`src/rtl/instruction_fetch.sv`:
```
// rtl/instruction_fetch.sv - instruction fetch FSM (IDLE/REQ/HOLD/FLUSH) with redirect and stall handling
// Optional FetchCount output when FETCH_COUNT_EN is defined.
module instruction_fetch #(
   parameter logic [31:0] RESET_PC = 32'h0000_0000
) (
   input  logic        Clk,
   input  logic        Rst,
   input  logic        Stall,
   input  logic        PCSrc,
   input  logic [31:0] BranchTarget,
   output logic        IMemReq,
   output logic [31:0] IMemAddr,
   input  logic        IMemAck,
   input  logic [31:0] IMemData,
   output logic [31:0] Instruction,
   output logic        InstrValid,
   output logic [31:0] PC,
`ifdef FETCH_COUNT_EN
   output logic [31:0] FetchCount,
`endif
   output logic [31:0] PCPlus4
);

   typedef enum logic [1:0] {IDLE, REQ, HOLD, FLUSH} state_t;

   localparam logic [31:0] RESET_PC_ALIGNED = RESET_PC & 32'hFFFF_FFFC;

   state_t      state;
   logic [31:0] pending;
   logic [31:0] target;
   logic        redirect;

   assign target   = BranchTarget & 32'hFFFF_FFFC;
   assign redirect = PCSrc && !Stall;
   assign IMemAddr = PC;
   assign PCPlus4  = PC + 32'd4;

   always_ff @(posedge Clk or posedge Rst) begin
      if (Rst) begin
         state       <= IDLE;
         PC          <= RESET_PC_ALIGNED;
         Instruction <= 32'd0;
         InstrValid  <= 1'b0;
         IMemReq     <= 1'b0;
         pending     <= 32'd0;
`ifdef FETCH_COUNT_EN
         FetchCount  <= 32'd0;
`endif
      end else begin
         case (state)
            IDLE: begin
               state   <= REQ;
               IMemReq <= 1'b1;
            end
            REQ: begin
               if (redirect && IMemAck) begin
                  // Same-cycle ack is dropped; nothing left outstanding.
                  PC          <= target;
                  InstrValid  <= 1'b0;
                  Instruction <= 32'd0;
                  IMemReq     <= 1'b1;
               end else if (redirect) begin
                  pending     <= target;
                  InstrValid  <= 1'b0;
                  Instruction <= 32'd0;
                  state       <= FLUSH;
                  IMemReq     <= 1'b1;
               end else if (IMemAck) begin
                  Instruction <= IMemData;
                  InstrValid  <= 1'b1;
                  PC          <= PC + 32'd4;
`ifdef FETCH_COUNT_EN
                  FetchCount  <= FetchCount + 32'd1;
`endif
                  if (Stall) begin
                     state   <= HOLD;
                     IMemReq <= 1'b0;
                  end else begin
                     IMemReq <= 1'b1;
                  end
               end else if (InstrValid && Stall) begin
                  // Decode is blocked on a live instruction: stop requesting.
                  state   <= HOLD;
                  IMemReq <= 1'b0;
               end else begin
                  InstrValid <= 1'b0;
               end
            end
            HOLD: begin
               if (redirect) begin
                  PC          <= target;
                  InstrValid  <= 1'b0;
                  Instruction <= 32'd0;
                  state       <= REQ;
                  IMemReq     <= 1'b1;
               end else if (!Stall) begin
                  InstrValid <= 1'b0;
                  state      <= REQ;
                  IMemReq    <= 1'b1;
               end
            end
            FLUSH: begin
               InstrValid <= 1'b0;
               if (redirect)
                  pending <= target;
               if (IMemAck) begin
                  // Last accepted redirect wins, even in the ack cycle.
                  PC      <= redirect ? target : pending;
                  state   <= REQ;
                  IMemReq <= 1'b1;
               end
            end
            default: begin
               state   <= IDLE;
               IMemReq <= 1'b0;
            end
         endcase
      end
   end

endmodule

```
`config.mk`:
```
export PLATFORM = sky130hd
export DESIGN_NAME = instruction_fetch
export DESIGN_NICKNAME = d
export VERILOG_FILES = /design/src/rtl/instruction_fetch.sv
export SDC_FILE = /design/constraint.sdc
export NUM_CORES = 1
export LEC_CHECK = 0
export ABC_AREA = 1
export CELL_PAD_IN_SITES_DETAIL_PLACEMENT = 1
export CELL_PAD_IN_SITES_GLOBAL_PLACEMENT = 1
export CORE_AREA = 4 4 145 147
export CTS_CLUSTER_SIZE = 25
export DETAILED_ROUTE_END_ITERATION = 12
export DIE_AREA = 0 0 149 151
export PLACE_DENSITY_LB_ADDON = 0.1
export SETUP_SLACK_MARGIN = 0.5
export SYNTH_ARGS = -nofsm -noshare
export SYNTH_HDL_FRONTEND = slang
export SYNTH_SLANG_ARGS = --single-unit
```
`constraint.sdc`:
```
create_clock -name Clk -period 5.9 [get_ports Clk]
set_clock_uncertainty 0.1 [all_clocks]
set_input_delay 1.18 -clock Clk [delete_from_list [all_inputs] [get_ports Clk]]
set_output_delay 1.18 -clock Clk [all_outputs]
set_load 0.02 [all_outputs]
```
* Word level (Yosys, flattened, before mapping)
Cells that the tools add are included.
** Storage, ports and cells
- Output and inout port bits :: 130
- Register bits :: 100
** Cells by class
- Eq/ne operators :: 14
- Multiplexer cells :: 39
- Reductions and logical operators :: 14
- Add/subtract/negate cells :: 1
** Operators with widths (number)
- $mux W32 :: 11
- $pmux W32 S2 :: 2
- $pmux W32 S3 :: 1
- $add A32 B3 Y32 const B :: 1
- $mux W2 :: 8
- $mux W1 :: 14
- $ne A4 B4 Y1 const B :: 3
- $ne A5 B5 Y1 const B :: 2
- $reduce_and A5 Y1 :: 2
- $ne A3 B3 Y1 const B :: 3
- $reduce_and A3 Y1 :: 3
- $pmux W2 S4 :: 1
- $ne A2 B2 Y1 const B :: 3
- $eq A2 B2 Y1 const B :: 2
- $pmux W1 S4 :: 1
- $reduce_bool A2 Y1 :: 2
- $logic_and A1 B1 Y1 :: 3
- $pmux W1 S3 :: 1
- $reduce_bool A3 Y1 :: 1
- $eq A2 B1 Y1 const B :: 1
- $logic_not A2 Y1 :: 1
- $reduce_and A2 Y1 :: 1
- $logic_not A1 Y1 :: 1

* Longest topological paths before layout
- Depth after elaboration :: 6
- Depth in mapped cells :: 11

* Worst setup path before layout
No wires, ideal clock.
- Kind :: reg2out
- From :: reg PC[2] (netlist: IMemAddr[2])
- To :: out PCPlus4[8]
- Cell stages (with the launch flop) :: 6
- Slack :: 3.084 ns
- Arrival :: 1.536 ns
- Cell sequence :: dfrtp_1 ha_1 nand2_1 nor2_4 nand2_1 xnor2_1
** On the way
- Longest elaborated chain between the ends :: 1
** Ends and longest elaborated chain
- start, declared :: RTL line 17 : output logic [31:0] PC,
- start signal, assigned :: RTL line 58 : PC <= target;
- start signal, assigned :: RTL line 71 : PC <= PC + 32'd4;
- start signal, assigned :: RTL line 91 : PC <= target;
- $add A32 B3 Y32 :: RTL line 36 : assign PCPlus4 = PC + 32'd4;
- end, declared :: RTL line 21 : output logic [31:0] PCPlus4
No other way between the ends.

* Worst setup path in the final report
- From :: reg PC[2] (netlist: IMemAddr[2])
- To :: out PCPlus4[24]
Same word-level chain as after synthesis.

==> metrics.md <==
| Metric | Value |
|---|---|
| Status | `finished, final reports clean` |
| Core area | `19,900 µm²` |
| Max-slew violations | `0` |
| Vias in the first global route | `5,845` |
| CTS tree | `yes` |
| Max Cap Violations | `0` |
| # clock sinks | `100` |
| Initial Util | `0.295` |
| Ys Warns | `0` |
| Ports | `199` |
| Die area | `22,500 µm²` |
| CP required | `4.62 ns` |
| Final period utilization | `0.648` |
| GP Congestion | `0.776` |
| Gr ovfl total | `0` |
| RR Startpoint | `state[0]$_DFFE_PP0P_` |
| # resized after CTS | `0` |
| Unrepaired setup endpoints after global routing | `false` |
| Seq/Total Area, Yosys | `0.426` |
| Worst slew margin | `0.283` |
| Final hold vios | `0` |
| P_leak | `0.00357 µW` |
| Critical path class | `register to output port` |
| Routed Antenna Nets | `0` |
| Min cycle time layout | `3.82 ns` |
| Synthesized flop and latch total | `100` |
| Final Cell Area | `8090 µm²` |
| Cells on worst reg2reg path | `6` |
| Total GRT Usage | `0.178` |
| Chip Height | `151 µm` |
| Initial antenna violation count | `1` |
| Critical R2R Capture | `IMemAddr[19]$_DFFE_PP0P_` |
| Register area | `2500 µm²` |
| Hold Buf Count CTS | `0` |
| Clock transition at the registers of the reported paths | `0.07 ns` |
| Non-Filler Instances | `1,214` |
| Hpwl dp | `14.4 mm` |
| Setup ws final | `2.08 ns` |
| Router iterations before antenna repair | `4` |
| Synth Cell Area | `5870 µm²` |
| Post-Syn Instances | `794` |
| R2R Setup Slk | `2.80 ns` |
| Routed WL | `20.1 mm` |
| Commonest cells after routing, fill and taps aside | `200 x nand2_1, 196 x clkdlybuf4s50_1, 113 x o21ai_0, 100 x dfrtp_1, 85 x inv_1` |
| Pwr dens | `574 nW/µm²` |
| Avg WL per Cell | `16.5 µm` |
| Crit start category | `register` |
| Num CTS Buffers | `9` |
| Worst-margin pin slew | `1.07 ns` |
| Area of the multi-input gates | `2610 µm²` |
| Diodes inserted | `0` |
| Clock latency on the worst-skew pair | `0.35 ns` |
| Largest net degree at the start of global routing | `68` |
| Dpl ws | `1.97 ns` |
| DRT iter0 DRCs | `231` |
| Critical path data arrival time | `2.54 ns` |
| NumNets Final | `1,009` |
| Post-CTS setup buffers | `0` |
| Vias per Instance | `4.62` |
| DP Cell Count | `1,198` |
| Share of cells above drive strength 1 | `0.0625` |
| Min-delay src | `pending[23]$_DFFE_PP0P_` |
| Critical Path End Type | `output port` |
| Die Width | `149 µm` |
| Crit path to | `PCPlus4[24]` |
| Max Clk Rate | `0.262 GHz` |
| IO buf count | `196` |
| DRC | `0` |
| Most common cell after layout, fill and taps aside | `nand2_1` |
| Beginning of the critical path | `IMemAddr[2]$_DFFE_PP0P_` |
| Area after DPL | `7810 µm²` |
| WHS | `0.387 ns` |
| Root Buffer | `clkbuf_16` |
| Num rows | `52` |
| Worst Hold Class | `register to register` |
| Maximum root-to-sink buffer count | `2` |
| Critical Path Fanout Max | `7` |
| Filler Cell Count | `2,442` |
| Syn Area/Cell | `7.40 µm²` |
| Peak supply drop | `0.211 mV` |
| Yosys cell types | `28` |
| Vias | `5,614` |
| First-pass GRT wire length | `31.7 mm` |
| Post-route setup TNS | `0 ns` |
| Syn nets | `864` |
| H-Tree Depth | `3` |
| Endpoints failing setup | `0` |
| Synth-to-layout area growth | `37.8%` |
-- power by group --
| part | switching, µW | internal [µW] | leakage, µW |
|---|---|---|---|
| sequential | 334 | 987 | 0.00121 |
| combinational | 1610 | 1130 | 0.00222 |
| clock | 285 | 300 | 0.000140 |
-- layout make-up --
type,instances,area share
Clock buffer,11,0.0300
Clock inverter,5,0.00448
Inverter,87,0.0407
Multi-Input combinational cell,536,0.323
Sequential cell,100,0.309
Tap cell,270,0.0418
Timing Repair Buffer,205,0.251
-- per-stage QoR --
step                utilization  total power, µW
finish                    0.406             4650
global route              0.406             5010
CTS                       0.406             4720
detailed placement        0.392             4120
global placement          0.392             4080
floorplan                     -             2950
-- cell usage after synthesis, drive strengths merged --
library cell	count	area, µm²
o21ai	115	579
nor2	78	373
ha	1	12.5
o21a	1	7.51
nand2	208	808
dfrtp	100	2500
a22o	1	8.76
xor2	11	156
o211ai	2	15.0
buf	58	390
inv	87	327
a31oi	5	31.3
a21oi	55	275
xnor2	4	35.0
nand4	2	12.5
and2	3	18.8
clkbuf	13	48.8
nand3b	8	60.1
nand3	42	210
-- worst min path at each step --
| stage | slack, ns | cells past startpoint | endpoint |
|---|---|---|---|
| finish | 0.39 | 2 | pending[23]$_DFFE_PP0P_ |
| global route | 0.42 | 2 | pending[18]$_DFFE_PP0P_ |
| CTS | 0.39 | 2 | pending[23]$_DFFE_PP0P_ |
| detailed placement | 0.37 | 2 | pending[22]$_DFFE_PP0P_ |
| global placement | 0.37 | 2 | pending[15]$_DFFE_PP0P_ |
| floorplan | 0.35 | 2 | pending[12]$_DFFE_PP0P_ |
-- logic make-up (layout without fill, tap and decap cells) --
kind of cell / Yosys count / count (layout) / share of synthesized area
flip-flops: 100 / 100 / 0.426
XOR/XNOR: 15 / 15 / 0.0326
adder cells (fa/ha/maj): 1 / 1 / 0.00213
AO/OA/AOI/OAI: 179 / 179 / 0.156
AND/OR/NAND/NOR: 341 / 341 / 0.253
buffers and inverters: 158 / 308 / 0.130
-- state kept, by name, summed over array words and instances, names as in the netlist --
signal	count
Instruction	32
state	2
IMemReq	1
pending	32
InstrValid	1
IMemAddr	32
-- per-layer routing --
metal	up-vias	wire length [µm]	part of all wire	global-route usage
met5	-	13	0.00065	0
met4	2	221	0.011	0.0407
met3	14	1380	0.069	0.0524
met2	136	9500	0.47	0.303
met1	2685	8950	0.45	0.224
li1	2777	-	-	-
-- worst max-delay path, stage by stage, from the launching register on --
cell and delay, ns:
dfrtp_1 0.48, ha_1 0.23, nand2_1 0.10, nor2_4 0.17, nand2_1 0.18, nor2_4 0.21
nand3b_1 0.09, nand2_1 0.11, clkdlybuf4s50_1 0.62
Note: power is estimated with default switching activity, not from simulation.
